`config.mk`:
```
export PLATFORM = sky130hd
export DESIGN_NAME = cgra_conf_loader
export DESIGN_NICKNAME = d
export VERILOG_FILES = /design/src/rtl/cgra_conf_loader.sv
export SDC_FILE = /design/constraint.sdc
export NUM_CORES = 1
export LEC_CHECK = 0
export ABC_CLOCK_PERIOD_IN_PS = 2750
export CAP_MARGIN = 20
export CORE_MARGIN = 1.5
export CORE_UTILIZATION = 33
export CTS_CLUSTER_SIZE = 16
export DETAILED_ROUTE_END_ITERATION = 8
export GPL_TIMING_DRIVEN = 0
export SYNTH_ARGS = -nofsm -noshare
export SYNTH_HDL_FRONTEND = slang
export SYNTH_SLANG_ARGS = --single-unit
```
`constraint.sdc`:
```
create_clock -name clk -period 2.75 [get_ports clk]
set_input_delay 0.55 -clock clk [delete_from_list [all_inputs] [get_ports clk]]
set_output_delay 0.55 -clock clk [all_outputs]
set_load 0.005 [all_outputs]
```
`src/rtl/cgra_conf_loader.sv`:
```
// Assembles a 352-bit CGRA configuration image from a 32-bit word stream into a shadow register and publishes it to conf on swap.
// Optional per-word even-parity checking with a sticky error flag is enabled by defining CONF_LOADER_PARITY_EN.
module cgra_conf_loader #(
  parameter int CONF_WIDTH = 352,
  parameter int WORD_WIDTH = 32,
  parameter int NUM_WORDS  = 11
) (
  input  logic                  clk,
  input  logic                  rst_n,
  input  logic                  in_valid,
  input  logic [WORD_WIDTH-1:0] in_data,
  output logic                  in_ready,
  input  logic                  clear,
  input  logic                  swap,
  output logic [CONF_WIDTH-1:0] conf,
  output logic                  conf_valid,
  output logic                  shadow_full
`ifdef CONF_LOADER_PARITY_EN
  ,
  output logic                  err,
  input  logic                  in_parity
`endif
);

  localparam int SHADOW_W = NUM_WORDS * WORD_WIDTH;
  localparam int CNT_W    = (NUM_WORDS > 1) ? $clog2(NUM_WORDS) : 1;
  localparam logic [CNT_W-1:0] CNT_LAST = CNT_W'(NUM_WORDS - 1);

  typedef enum logic [1:0] {
    S_IDLE = 2'd0,
    S_LOAD = 2'd1,
    S_FULL = 2'd2
  } state_e;

  state_e                  state_q, state_d;
  logic [CNT_W-1:0]        cnt_q, cnt_d;
  logic [SHADOW_W-1:0]     shadow_q, shadow_d;
  logic [CONF_WIDTH-1:0]   conf_q, conf_d;
  logic                    conf_valid_q, conf_valid_d;
  logic                    full_q, full_d;
  logic                    xfer_s;
  logic                    word_ok_s;

`ifdef CONF_LOADER_PARITY_EN
  logic                    err_q, err_d;

  // Even parity over data plus parity bit must reduce to zero.
  function automatic logic parity_ok(input logic [WORD_WIDTH-1:0] data, input logic par);
    return ~(^{data, par});
  endfunction

  assign word_ok_s = parity_ok(in_data, in_parity);
  assign err       = err_q;
`else
  assign word_ok_s = 1'b1;
`endif

  // in_ready depends on the state register only, never on in_valid.
  assign in_ready    = (state_q != S_FULL);
  assign xfer_s      = in_valid && in_ready;
  assign conf        = conf_q;
  assign conf_valid  = conf_valid_q;
  assign shadow_full = full_q;

  always_comb begin
    state_d      = state_q;
    cnt_d        = cnt_q;
    shadow_d     = shadow_q;
    conf_d       = conf_q;
    conf_valid_d = conf_valid_q;
`ifdef CONF_LOADER_PARITY_EN
    err_d        = err_q;
`endif
    if (clear) begin
      // clear wins over swap and drops any concurrent word
      state_d = S_IDLE;
      cnt_d   = {CNT_W{1'b0}};
`ifdef CONF_LOADER_PARITY_EN
      err_d   = 1'b0;
`endif
    end else begin
      case (state_q)
        S_IDLE, S_LOAD: begin
          if (xfer_s && !word_ok_s) begin
            state_d = S_IDLE;
            cnt_d   = {CNT_W{1'b0}};
`ifdef CONF_LOADER_PARITY_EN
            err_d   = 1'b1;
`endif
          end else if (xfer_s) begin
            shadow_d[cnt_q*WORD_WIDTH +: WORD_WIDTH] = in_data;
            if (cnt_q == CNT_LAST) begin
              state_d = S_FULL;
              cnt_d   = {CNT_W{1'b0}};
            end else begin
              state_d = S_LOAD;
              cnt_d   = cnt_q + {{(CNT_W-1){1'b0}}, 1'b1};
            end
          end else begin
            state_d = state_q;
          end
        end
        S_FULL: begin
          if (swap) begin
            conf_d       = shadow_q[CONF_WIDTH-1:0];
            conf_valid_d = 1'b1;
            state_d      = S_IDLE;
          end else begin
            state_d = S_FULL;
          end
        end
        default: begin
          state_d = S_IDLE;
          cnt_d   = {CNT_W{1'b0}};
        end
      endcase
    end
    full_d = (state_d == S_FULL);
  end

  // State and output registers with synchronous active-low reset.
  always_ff @(posedge clk) begin
    if (!rst_n) begin
      state_q      <= S_IDLE;
      cnt_q        <= {CNT_W{1'b0}};
      shadow_q     <= {SHADOW_W{1'b0}};
      conf_q       <= {CONF_WIDTH{1'b0}};
      conf_valid_q <= 1'b0;
      full_q       <= 1'b0;
`ifdef CONF_LOADER_PARITY_EN
      err_q        <= 1'b0;
`endif
    end else begin
      state_q      <= state_d;
      cnt_q        <= cnt_d;
      shadow_q     <= shadow_d;
      conf_q       <= conf_d;
      conf_valid_q <= conf_valid_d;
      full_q       <= full_d;
`ifdef CONF_LOADER_PARITY_EN
      err_q        <= err_d;
`endif
    end
  end

endmodule

```
; Word-level counts from Yosys, hierarchy flattened
; Cells that the tools add are included.
; Widths: inputs -> output; s select.
[op_classes]
n_addsub = 2
n_eq_ne = 6
shifts = 2
mux = 9
n_bitwise = 3
reduce_logical = 7
[op_table]
columns = op, count
row1 = $bwmux 352, 1
row2 = $shift 32x34->352 const A, 1
row3 = $shiftx 32x34->352, 1
row4 = $neg 9->34, 1
row5 = $mux 2, 4
row6 = $mux 4, 2
row7 = $pmux 4 s2, 1
row8 = $reduce_and 3->1, 2
row9 = $add 4x1->4 const B, 1
row10 = $eq 2x2->1 const B, 2
row11 = $eq 4x4->1 const B, 1
row12 = $ne 2x2->1 const B, 2
row13 = $pmux 2 s2, 1
row14 = $reduce_or 2->1, 2
row15 = $not 1->1, 3
row16 = $eq 2x1->1 const B, 1
row17 = $logic_not 2->1, 1
row18 = $reduce_and 2->1, 1
row19 = $logic_and 1x1->1, 1
[word_totals]
regBits = 712
inputBits = 37
out_inout_bits = 355
wordCells = 35

; Longest topological paths before layout
; Gate-level depths: netlist (run 1).
[logic_depth]
word_depth = 6
mapped_depth = 11
mapped_depth_nobuf = 6

; Worst setup path after synthesis (run 1)
; Ideal clock, no wire load.
[synth_timing]
path_type = register to register
start = register cnt_q[0]
end = register shadow_q[100]
setup_time_ns = 0.116
arrival_ns = 2.730
required_ns = 2.634
path_slack_ns = -0.096
path_stages_with_launch = 12
path_buffers = 5
period_less_slack_ns = 2.846
cell_sequence = dfxtp_1 clkbuf_1 nor3_1 ha_1 or4b_1 buf_2 or3_1 clkbuf_1 or3_1 buf_2 buf_6 a31o_1
[synth_between]
elab_chain_cells = 3
elab_cells_between_ends = 4
cone_classes = add/sub: 1 / shift: 2 / mux: 1
[synth_rtl]
columns = element, line_no
row1 = from (decl), 36  ; logic [CNT_W-1:0] cnt_q, cnt_d;
row2 = from (signal assigned), 125  ; cnt_q <= {CNT_W{1'b0}};
row3 = from (signal assigned), 135  ; cnt_q <= cnt_d;
row4 = $neg 9->34 *, 91  ; shadow_d[cnt_q*WORD_WIDTH +: WORD_WIDTH] = in_data;
row5 = $shiftx 32x34->352 / $shift 32x34->352 (equally long branches), 91
row6 = $bwmux 352 *, 91
row7 = to (signal assigned), 126  ; shadow_q <= {SHADOW_W{1'b0}};
row8 = to (signal assigned), 136  ; shadow_q <= shadow_d;
row9 = to (decl), 37  ; logic [SHADOW_W-1:0] shadow_q, shadow_d;
; Every way passes the cells marked *; elsewhere a longest branch is shown, timed or not.
; A chain may end at the register's enable or synchronous reset.

; Worst setup path in the final report (run 1)
; Same ends and word-level chain as after synthesis.

==> impl_metrics.ini, run 1 <==
[power]
switching_share = 0.225
intPower_w = 0.0169
leakage_nw = 11.6
irDropWorstVdd_uv = 377
cellPowerDensity_mw_per_mm2 = 625
combPwrFrac = 0.036
power_frac_seq = 0.475
power_w = 0.0218
p_sw_w = 0.00490
pwr-share-clk = 0.489

[critical_path]
path_delay_family = simple AND/OR/NAND/NOR gates
endpoint_kind = flip-flop
r2r_cells = 10
cp_cell_sequence = clkbuf_8 -> nor3_2 -> ha_4 -> or4b_4 -> buf_6 -> or3_4 -> buf_4 -> clkbuf_1 -> nor4_1 -> a31o_1
crit_arrival_ns = 3.24
required_ns = 3.30
slowest_delay_ns = 0.48
r2r-start = cnt_q[0]$_SDFFE_PP0P_
crit_type = flip-flop to flip-flop
r2r_setup_slack_ns = 0.06
crit_buf_inv = 4
critPathSlowestCell = or4b_4
r2r_end = shadow_q[100]$_SDFFE_PN0P_
cp_max_fo = 10
start_kind = flip-flop

[floorplanning]
ioPinCount = 392
core_area_mm2 = 0.0794
die_h_um = 287
dieArea_mm2 = 0.0823
start_util = 0.335
rows = 103
dieWidth_um = 287

[routing]
avgViaCountPerCell = 4.99
drt_iter0_drc = 1760
drc = 0
vias = 23041
post_drt_wl_per_cell_um = 21.1
drtAntennaViolNets = 0
wl_um = 97400
first_pass_iters = 6

[place]
dp.cells = 4476
routabilityCongestion = 0.834
dp_hpwl_um = 70600
io_buffers = 391
preCtsSetupSlack_ns = -1.20

[cells_and_area]
layout_commonest_cell = nand2_1
nFillCells = 8058
layout_common_cells = nand2_1 (1,063), dfxtp_1 (709), a21boi_0 (481)
fin_nets = 3551
final_cells = 4621
drive_gt1_frac = 0.0670
area_delta_synth_final_pct = 31.0

[timing]
hold_viol = 0
setup_viol = 0
fmax_mhz = 371
layout_setup_ws_ns = 0.0569
clock_skew_ns = 0.0278
rsz0062_at_grt = yes
worst_slew_pin_slew_ns = 1.10
slew_viol_final = 0
final.setup.tns_ns = 0
post-route-min-period_ns = 2.69
slew_headroom = 0.264
finalCritPeriodShare = 0.979

[grt]
grt_max_degree = 16
track_usage = 0.230
grt-busiest-layer = met2
antenna_found_initial = 3
first_global_vias = 21667
grt_pass1_wl_um = 141000
use_met3 = 0.0422
overflow = 0
gr-usage-met2 = 0.358
use_met1 = 0.319

[synthesis]
ys_seq_area_frac = 0.536
ys.flop_type = dfxtp_1
avgSynthCellArea_um2 = 8.78
syn_nets = 3073
synth-seq-cells = 712
synthCells = 3032
synth_top_area_cell = dfxtp_1
synth_top_area_share = 0.536
synth-async-reset-ratio = 0
synth_edf_count = 0
syn-cell-area_mm2 = 0.0266
synth.distinct_cells = 43
yosys_warnings = 0
synth_area_leaders = dfxtp_1 (54%), nand2_1 (15%), a21boi_0 (14%)

[clock_tree]
ctsLongestPathBuffers = 3
clk_pin_slew_ns = 0.06
root_buffer = clkbuf_16
cts_buffers = 77
h-tree-depth = 3
worstSkewPairLatency_ns = 0.63
numClockSinks = 712
tritoncts = built
cts_hold_buffers = 0

[hold_path]
whs_endpoint = shadow_q[164]$_SDFFE_PN0P_
min_from = shadow_q[164]$_SDFFE_PN0P_
hold_path_depth = 2
hold_path.class = flip-flop to flip-flop

[job]
max_cap_violations = 0

[run_status]
status = finished, final reports clean
[state kept, by name, summed over array words and instances (netlist names)]
signal and count:
cnt_q 4, conf 352, conf_valid 1, shadow_full 1
shadow_q 352, state_q 2
[worst max path at each step]
stage | slack, ns | from | cells past startpoint | to
after floorplan | 0.02 | cnt_q[0]$_SDFFE_PP0P_ | 11 | shadow_q[100]$_SDFFE_PN0P_
after global placement | -1.15 | clear | 7 | conf[271]$_SDFFE_PN0P_
after global routing | -0.03 | cnt_q[0]$_SDFFE_PP0P_ | 8 | shadow_q[235]$_SDFFE_PN0P_
after CTS | -0.001 | cnt_q[0]$_SDFFE_PP0P_ | 9 | shadow_q[72]$_SDFFE_PN0P_
final | 0.06 | cnt_q[0]$_SDFFE_PP0P_ | 10 | shadow_q[100]$_SDFFE_PN0P_
after detailed placement | -1.20 | clear | 7 | conf[271]$_SDFFE_PN0P_
[cells by family (layout without fill, tap and decap cells)]
group	after synthesis	after routing	synth area share
DFF	712	712	0.536
other	0	3	0
and+or+nand+nor	1270	1270	0.195
buffers and inverters	261	797	0.0382
AOI/OAI and AO/OA	623	623	0.168
adders and majority gates	4	4	0.00188
xor gates and xnor gates	2	2	0.000658
muxes	160	160	0.0602
[cell type report]
cell class / instances / area (um2) / share of cell area
Clock inverter: 26 / 297 / 0.00851
Buffer: 249 / 1090 / 0.0312
Timing Repair Buffer: 406 / 4060 / 0.117
Tap cell: 1050 / 1310 / 0.0377
Sequential cell: 712 / 14300 / 0.409
Inverter: 5 / 18.8 / 0.000539
Multi-Input combinational cell: 2059 / 11500 / 0.330
Antenna cell: 3 / 7.51 / 0.000215
Clock buffer: 111 / 2320 / 0.0665
[per-stage QoR]
stage / util / hold slack [ns] / cell area (um2)
after global routing: 0.439 / 0.473 / 34800
final: 0.439 / 0.456 / 34900
after global placement: 0.401 / 0.442 / 31800
after floorplan: - / 0.435 / 26600
after detailed placement: 0.401 / 0.448 / 31900
after CTS: 0.437 / 0.459 / 34700
[cells in the mapped netlist, drive strengths merged, types with 2 or more instances]
| library cell | count |
|---|---|
| nand2b | 3 |
| o21ai | 97 |
| ha | 4 |
| a21oi | 5 |
| nor3b | 2 |
| nand3b | 2 |
| nor2b | 2 |
| inv | 5 |
| or3 | 2 |
| or4 | 3 |
| mux2i | 160 |
| dfxtp | 712 |
| nor3 | 7 |
| nor4 | 35 |
| a21boi | 481 |
| nand2 | 1064 |
| nor2 | 12 |
| buf | 25 |
| and3 | 2 |
| a31o | 32 |
| nand3 | 62 |
| clkbuf | 231 |
| nand4 | 68 |
[worst min-delay path: stages, from the launching register on]
cell and delay [ns]:
dfxtp_1 0.31, nand2_1 0.05, mux2i_1 0.05
[repair_timing]
| item | in CTS | in global routing |
|---|---|---|
| setup buffers | 12 | 0 |
| pin swaps | 5 | 2 |
| endpoints found under the setup margin | 599 | 375 |
| gates resized for setup | 49 | 86 |
| gates cloned | 0 | 0 |
[per-layer routing]
layer | vias to the layer above | part of all wire
met5 | - | 0.00030
met4 | 4 | 0.029
met3 | 145 | 0.070
met2 | 771 | 0.45
met1 | 11039 | 0.45
li1 | 11082 | -
[power groups by stage]
stage | Clock, W | Combinational [W] | Sequential [W]
2_1_floorplan | 0 | 0.000332 | 0.0106
3_3_place_gp | 0 | 0.000753 | 0.0106
3_5_place_dp | 0 | 0.000757 | 0.0106
4_1_cts | 0.0109 | 0.000769 | 0.0103
5_1_grt | 0.0113 | 0.000813 | 0.0103
6_report | 0.0107 | 0.000788 | 0.0103
Power figures use the tool's default switching activity.
==> inputs of run 2 (changes only) <==
--- a/config.mk
+++ b/config.mk
@@ -12,6 +12,7 @@
 export CTS_CLUSTER_SIZE = 16
 export DETAILED_ROUTE_END_ITERATION = 8
 export GPL_TIMING_DRIVEN = 0
+export PLACE_DENSITY = 0.52
 export SYNTH_ARGS = -nofsm -noshare
 export SYNTH_HDL_FRONTEND = slang
 export SYNTH_SLANG_ARGS = --single-unit
==> run 2 against run 1 <==
Net effect:
- clock skew rose by 0.0017 ns
- core utilization about the same
- sequential power is essentially flat
- non-clock buffer count grew 5
- via count down 0.76%
- setup slack worse by 0.012 ns
- critical path type unchanged
- largest cell class unchanged
- largest power group unchanged
==> impl_metrics.ini, run 2 (synthesis results as in run 1) <==
[power]
power_frac_seq = 0.476
switching_share = 0.231
intPower_w = 0.0167
leakage_nw = 11.6
power_w = 0.0218
combPwrFrac = 0.037
cellPowerDensity_mw_per_mm2 = 624
irDropWorstVdd_uv = 483
p_sw_w = 0.00502
pwr-share-clk = 0.488

[clock_tree]
root_buffer = clkbuf_16
tritoncts = built
worstSkewPairLatency_ns = 0.63
h-tree-depth = 3
numClockSinks = 712
cts_buffers = 79
cts_hold_buffers = 0
ctsLongestPathBuffers = 3
clk_pin_slew_ns = 0.06

[critical_path]
r2r_cells = 10
cp_max_fo = 10
start_kind = flip-flop
required_ns = 3.31
crit_arrival_ns = 3.26
endpoint_kind = flip-flop
crit_type = flip-flop to flip-flop

[cells_and_area]
area_delta_synth_final_pct = 31.0
drive_gt1_frac = 0.0688
diodes = 0
fin_nets = 3558
layout_commonest_cell = nand2_1
nFillCells = 8151
final_cells = 4627
layout_common_cells = nand2_1 (1,063), dfxtp_1 (709), a21boi_0 (481)

[place]
routabilityCongestion = 0.823
io_buffers = 391
dp.cells = 4477
dp_hpwl_um = 72000
preCtsSetupSlack_ns = -1.11

[timing]
holdWs_ns = 0.450
hold_viol = 0
rsz0062_at_grt = yes
clock_skew_ns = 0.0295
final.setup.tns_ns = 0
setup_viol = 0
worst_slew_pin_slew_ns = 1.14
slew_headroom = 0.237
layout_setup_ws_ns = 0.0449
finalCritPeriodShare = 0.984
post-route-min-period_ns = 2.71
slew_viol_final = 0
fmax_mhz = 370

[floorplanning]
die_h_um = 287
dieArea_mm2 = 0.0823
start_util = 0.335
ioPinCount = 392
rows = 103
dieWidth_um = 287
core_area_mm2 = 0.0794

[routing]
drc = 0
drt_iter0_drc = 1500
post_drt_wl_per_cell_um = 21.5
first_pass_iters = 8
drtAntennaViolNets = 0
vias = 22867
avgViaCountPerCell = 4.94
wl_um = 99700

[job]
max_cap_violations = 0

[grt]
grt_pass1_wl_um = 144000
gr-usage-met2 = 0.371
use_met3 = 0.0517
first_global_vias = 22076
track_usage = 0.235
grt-busiest-layer = met2
use_met1 = 0.316
overflow = 0
antenna_found_initial = 6
grt_max_degree = 14

[hold_path]
hold_path.class = flip-flop to flip-flop
hold_path_depth = 2

[run_status]
status = finished, final reports clean
[run 2: changes by cell type in the layout (fill, tap and decap cells not counted), sizes merged]
cell,previous run,this run
clkinvlp,3,1
clkinv,14,19
buf,40,44
diode,3,0
clkbuf,335,339
inv,9,8
bufinv,5,4
[run 2: what timing repair did]
action	CTS	global route
setup endpoints to repair	566	449
setup buffers	13	0
cloned	0	0
pin swaps	5	2
resized for setup	55	90
[run 2: per-layer routing]
metal	routed length [um]	vias to the layer above
li1	-	11124
met1	45200	10950
met2	44800	628
met3	6260	159
met4	3340	6
met5	35	-
[run 2: cell type report]
cell class                 count  area, um2  area share
multi-input combinational   2059      11500       0.329
clock buffer                 114       2290      0.0657
timing repair buffer         408       4090       0.117
inverter                       5       18.8    0.000538
buffer                       252       1110      0.0319
sequential                   712      14300       0.409
clock inverter                27        298     0.00854
tap                         1050       1310      0.0377
[run 2: worst max-delay path: stages (launching register included)]
cell,delay [ns]
dfxtp_2,0.33
clkbuf_8,0.14
nor3_4,0.05
ha_4,0.16
or4b_4,0.48
buf_6,0.15
or3_4,0.41
buf_4,0.18
clkbuf_1,0.26
nor4_2,0.33
a31o_1,0.14
[run 2: through the flow]
step                       util  cell area, um2
after detailed placement  0.402           31900
after global placement    0.401           31800
after floorplan               -           26600
after global routing      0.439           34900
after CTS                 0.438           34700
final                     0.439           34900
[run 2: path summary, 6_finish.rpt]
| kind | startpoint | endpoint | slack [ns] |
|---|---|---|---|
| worst max-delay path | cnt_q[0]$_SDFFE_PP0P_ | shadow_q[99]$_SDFFE_PN0P_ | 0.04 |
| worst min-delay path | shadow_q[254]$_SDFFE_PN0P_ | conf[254]$_SDFFE_PN0P_ | 0.45 |
| worst max register to register | cnt_q[0]$_SDFFE_PP0P_ | shadow_q[99]$_SDFFE_PN0P_ | 0.04 |
| worst min register to register | shadow_q[254]$_SDFFE_PN0P_ | conf[254]$_SDFFE_PN0P_ | 0.45 |
[run 2: power by group through the flow]
stage / Combinational [W] / Clock (W) / Sequential, W
floorplan: 0.000332 / 0 / 0.0106
finish: 0.000794 / 0.0106 / 0.0103
CTS: 0.000776 / 0.0108 / 0.0103
global route: 0.000819 / 0.0113 / 0.0103
global placement: 0.000760 / 0 / 0.0106
detailed placement: 0.000764 / 0 / 0.0106
==> inputs of run 3 (changes only) <==
==> constraint.sdc (replaced) <==
create_clock -name clk -period 2.75 [get_ports clk]
set_input_delay 0.4125 -clock clk [delete_from_list [all_inputs] [get_ports clk]]
set_output_delay 0.4125 -clock clk [all_outputs]
set_load 0.005 [all_outputs]
==> run 3 against run 2 <==
Net effect:
- clock-buffer cell count unchanged
- core utilization about the same
- critical path depth unchanged
- global-route usage unchanged
- sequential power about the same
==> impl_metrics.ini, run 3 (synthesis results as in run 1) <==
[clock_tree]
cts_buffers = 79
ctsLongestPathBuffers = 3
root_buffer = clkbuf_16
numClockSinks = 712
tritoncts = built
worstSkewPairLatency_ns = 0.64
clk_pin_slew_ns = 0.06
cts_hold_buffers = 0
h-tree-depth = 3

[critical_path]
endpoint_kind = flip-flop
cp_cell_sequence = clkbuf_8 -> nor3_4 -> ha_4 -> or4b_4 -> buf_6 -> or3_4 -> buf_4 -> clkbuf_1 -> nor4_2 -> a31o_1
start_kind = flip-flop
required_ns = 3.31
crit_arrival_ns = 3.25
r2r-start = cnt_q[0]$_SDFFE_PP0P_
r2r_cells = 10
cp_max_fo = 10
r2r_end = shadow_q[99]$_SDFFE_PN0P_
crit_type = flip-flop to flip-flop
critPathSlowestCell = or4b_4
r2r_setup_slack_ns = 0.06
slowest_delay_ns = 0.48

[timing]
fmax_mhz = 372
final.setup.tns_ns = 0
finalCritPeriodShare = 0.978
slew_headroom = 0.255
post-route-min-period_ns = 2.69
worst_slew_pin_slew_ns = 1.11
slew_viol_final = 0
clock_skew_ns = 0.0306
hold_viol = 0
holdWs_ns = 0.454
setup_viol = 0
layout_setup_ws_ns = 0.0597
rsz0062_at_grt = yes

[grt]
track_usage = 0.235
grt_max_degree = 14
overflow = 0
first_global_vias = 22076
grt_pass1_wl_um = 144000
antenna_found_initial = 6

[routing]
avgViaCountPerCell = 4.94
wl_um = 99800
drt_iter0_drc = 1496
drtAntennaViolNets = 0
drc = 0
first_pass_iters = 5
post_drt_wl_per_cell_um = 21.6
vias = 22868

[floorplanning]
dieWidth_um = 287
core_area_mm2 = 0.0794
die_h_um = 287
ioPinCount = 392
dieArea_mm2 = 0.0823
start_util = 0.335
rows = 103

[power]
pwr-share-clk = 0.488
combPwrFrac = 0.036
leakage_nw = 11.6
cellPowerDensity_mw_per_mm2 = 624
switching_share = 0.231
p_sw_w = 0.00502
power_frac_seq = 0.476
intPower_w = 0.0167
irDropWorstVdd_uv = 485

[cells_and_area]
final_util = 0.439
drive_gt1_frac = 0.0677
layout_common_cells = nand2_1 (1,063), dfxtp_1 (709), a21boi_0 (481)
nFillCells = 8152
layout_commonest_cell = nand2_1
fin_nets = 3558
area_delta_synth_final_pct = 31.0
diodes = 0

[hold_path]
hold_path_depth = 2
whs_endpoint = conf[254]$_SDFFE_PN0P_
hold_path.class = flip-flop to flip-flop
min_from = shadow_q[254]$_SDFFE_PN0P_

[run_status]
status = finished, final reports clean

[place]
io_buffers = 391
routabilityCongestion = 0.823
dp_hpwl_um = 72000
preCtsSetupSlack_ns = -0.968

[job]
max_cap_violations = 0
-- run 3: final cells by class --
type	count	area, um2	share of cell area
clock buffer	114	2290	0.0657
multi-input combinational	2059	11500	0.329
buffer	252	1110	0.0318
tap	1050	1310	0.0377
timing repair buffer	408	4090	0.117
inverter	5	18.8	0.000538
clock inverter	27	298	0.00854
sequential	712	14300	0.409
-- run 3: timing repair --
item,4_1_cts,5_1_grt
gates resized for setup,55,80
pin swaps,5,2
setup endpoints to repair,566,435
buffers inserted,13,0
endpoints found under the hold margin,0,0
-- run 3: worst max-delay path by stage --
stage	depth (start not counted)	slack [ns]	start	to
finish	10	0.06	cnt_q[0]$_SDFFE_PP0P_	shadow_q[99]$_SDFFE_PN0P_
global route	10	-0.06	cnt_q[0]$_SDFFE_PP0P_	shadow_q[99]$_SDFFE_PN0P_
CTS	7	0.004	state_q[1]$_SDFF_PN0_	conf[344]$_SDFFE_PN0P_
detailed placement	7	-0.97	swap	conf[271]$_SDFFE_PN0P_
global placement	7	-1.20	clear	conf[122]$_SDFFE_PN0P_
floorplan	11	0.02	cnt_q[0]$_SDFFE_PP0P_	shadow_q[100]$_SDFFE_PN0P_
-- run 3: per-stage QoR --
step           instances  cell area, um2  total power (W)
2_1_floorplan       3032           26600           0.0109
3_3_place_gp        4473           31800           0.0113
3_5_place_dp        4477           31900           0.0113
4_1_cts             4628           34700           0.0219
5_1_grt             4627           34900           0.0224
6_report            4627           34900           0.0217
-- run 3: power by group through the flow --
stage | Combinational, W | Clock, W | Sequential, W
floorplan | 0.000332 | 0 | 0.0106
detailed placement | 0.000764 | 0 | 0.0106
global route | 0.000819 | 0.0113 | 0.0103
finish | 0.000793 | 0.0106 | 0.0103
CTS | 0.000776 | 0.0108 | 0.0103
global placement | 0.000760 | 0 | 0.0106
-- run 3: critical path, delay by kind of cell, from the launching register on --
kind	cells	cell delay, ns
flip-flops	1	0.33
buffers and inverters	4	0.71
AND/OR/NAND/NOR	4	1.26
adder cells (fa/ha/maj)	1	0.16
AO/OA/AOI/OAI	1	0.14
-- run 3: layer usage --
| layer | GRT usage | vias up | wire length, um |
|---|---|---|---|
| met5 | 0 | - | 35 |
| met4 | 0.0800 | 6 | 3380 |
| met3 | 0.0517 | 165 | 6580 |
| met2 | 0.371 | 656 | 44900 |
| met1 | 0.316 | 10929 | 44900 |
| li1 | - | 11112 | - |
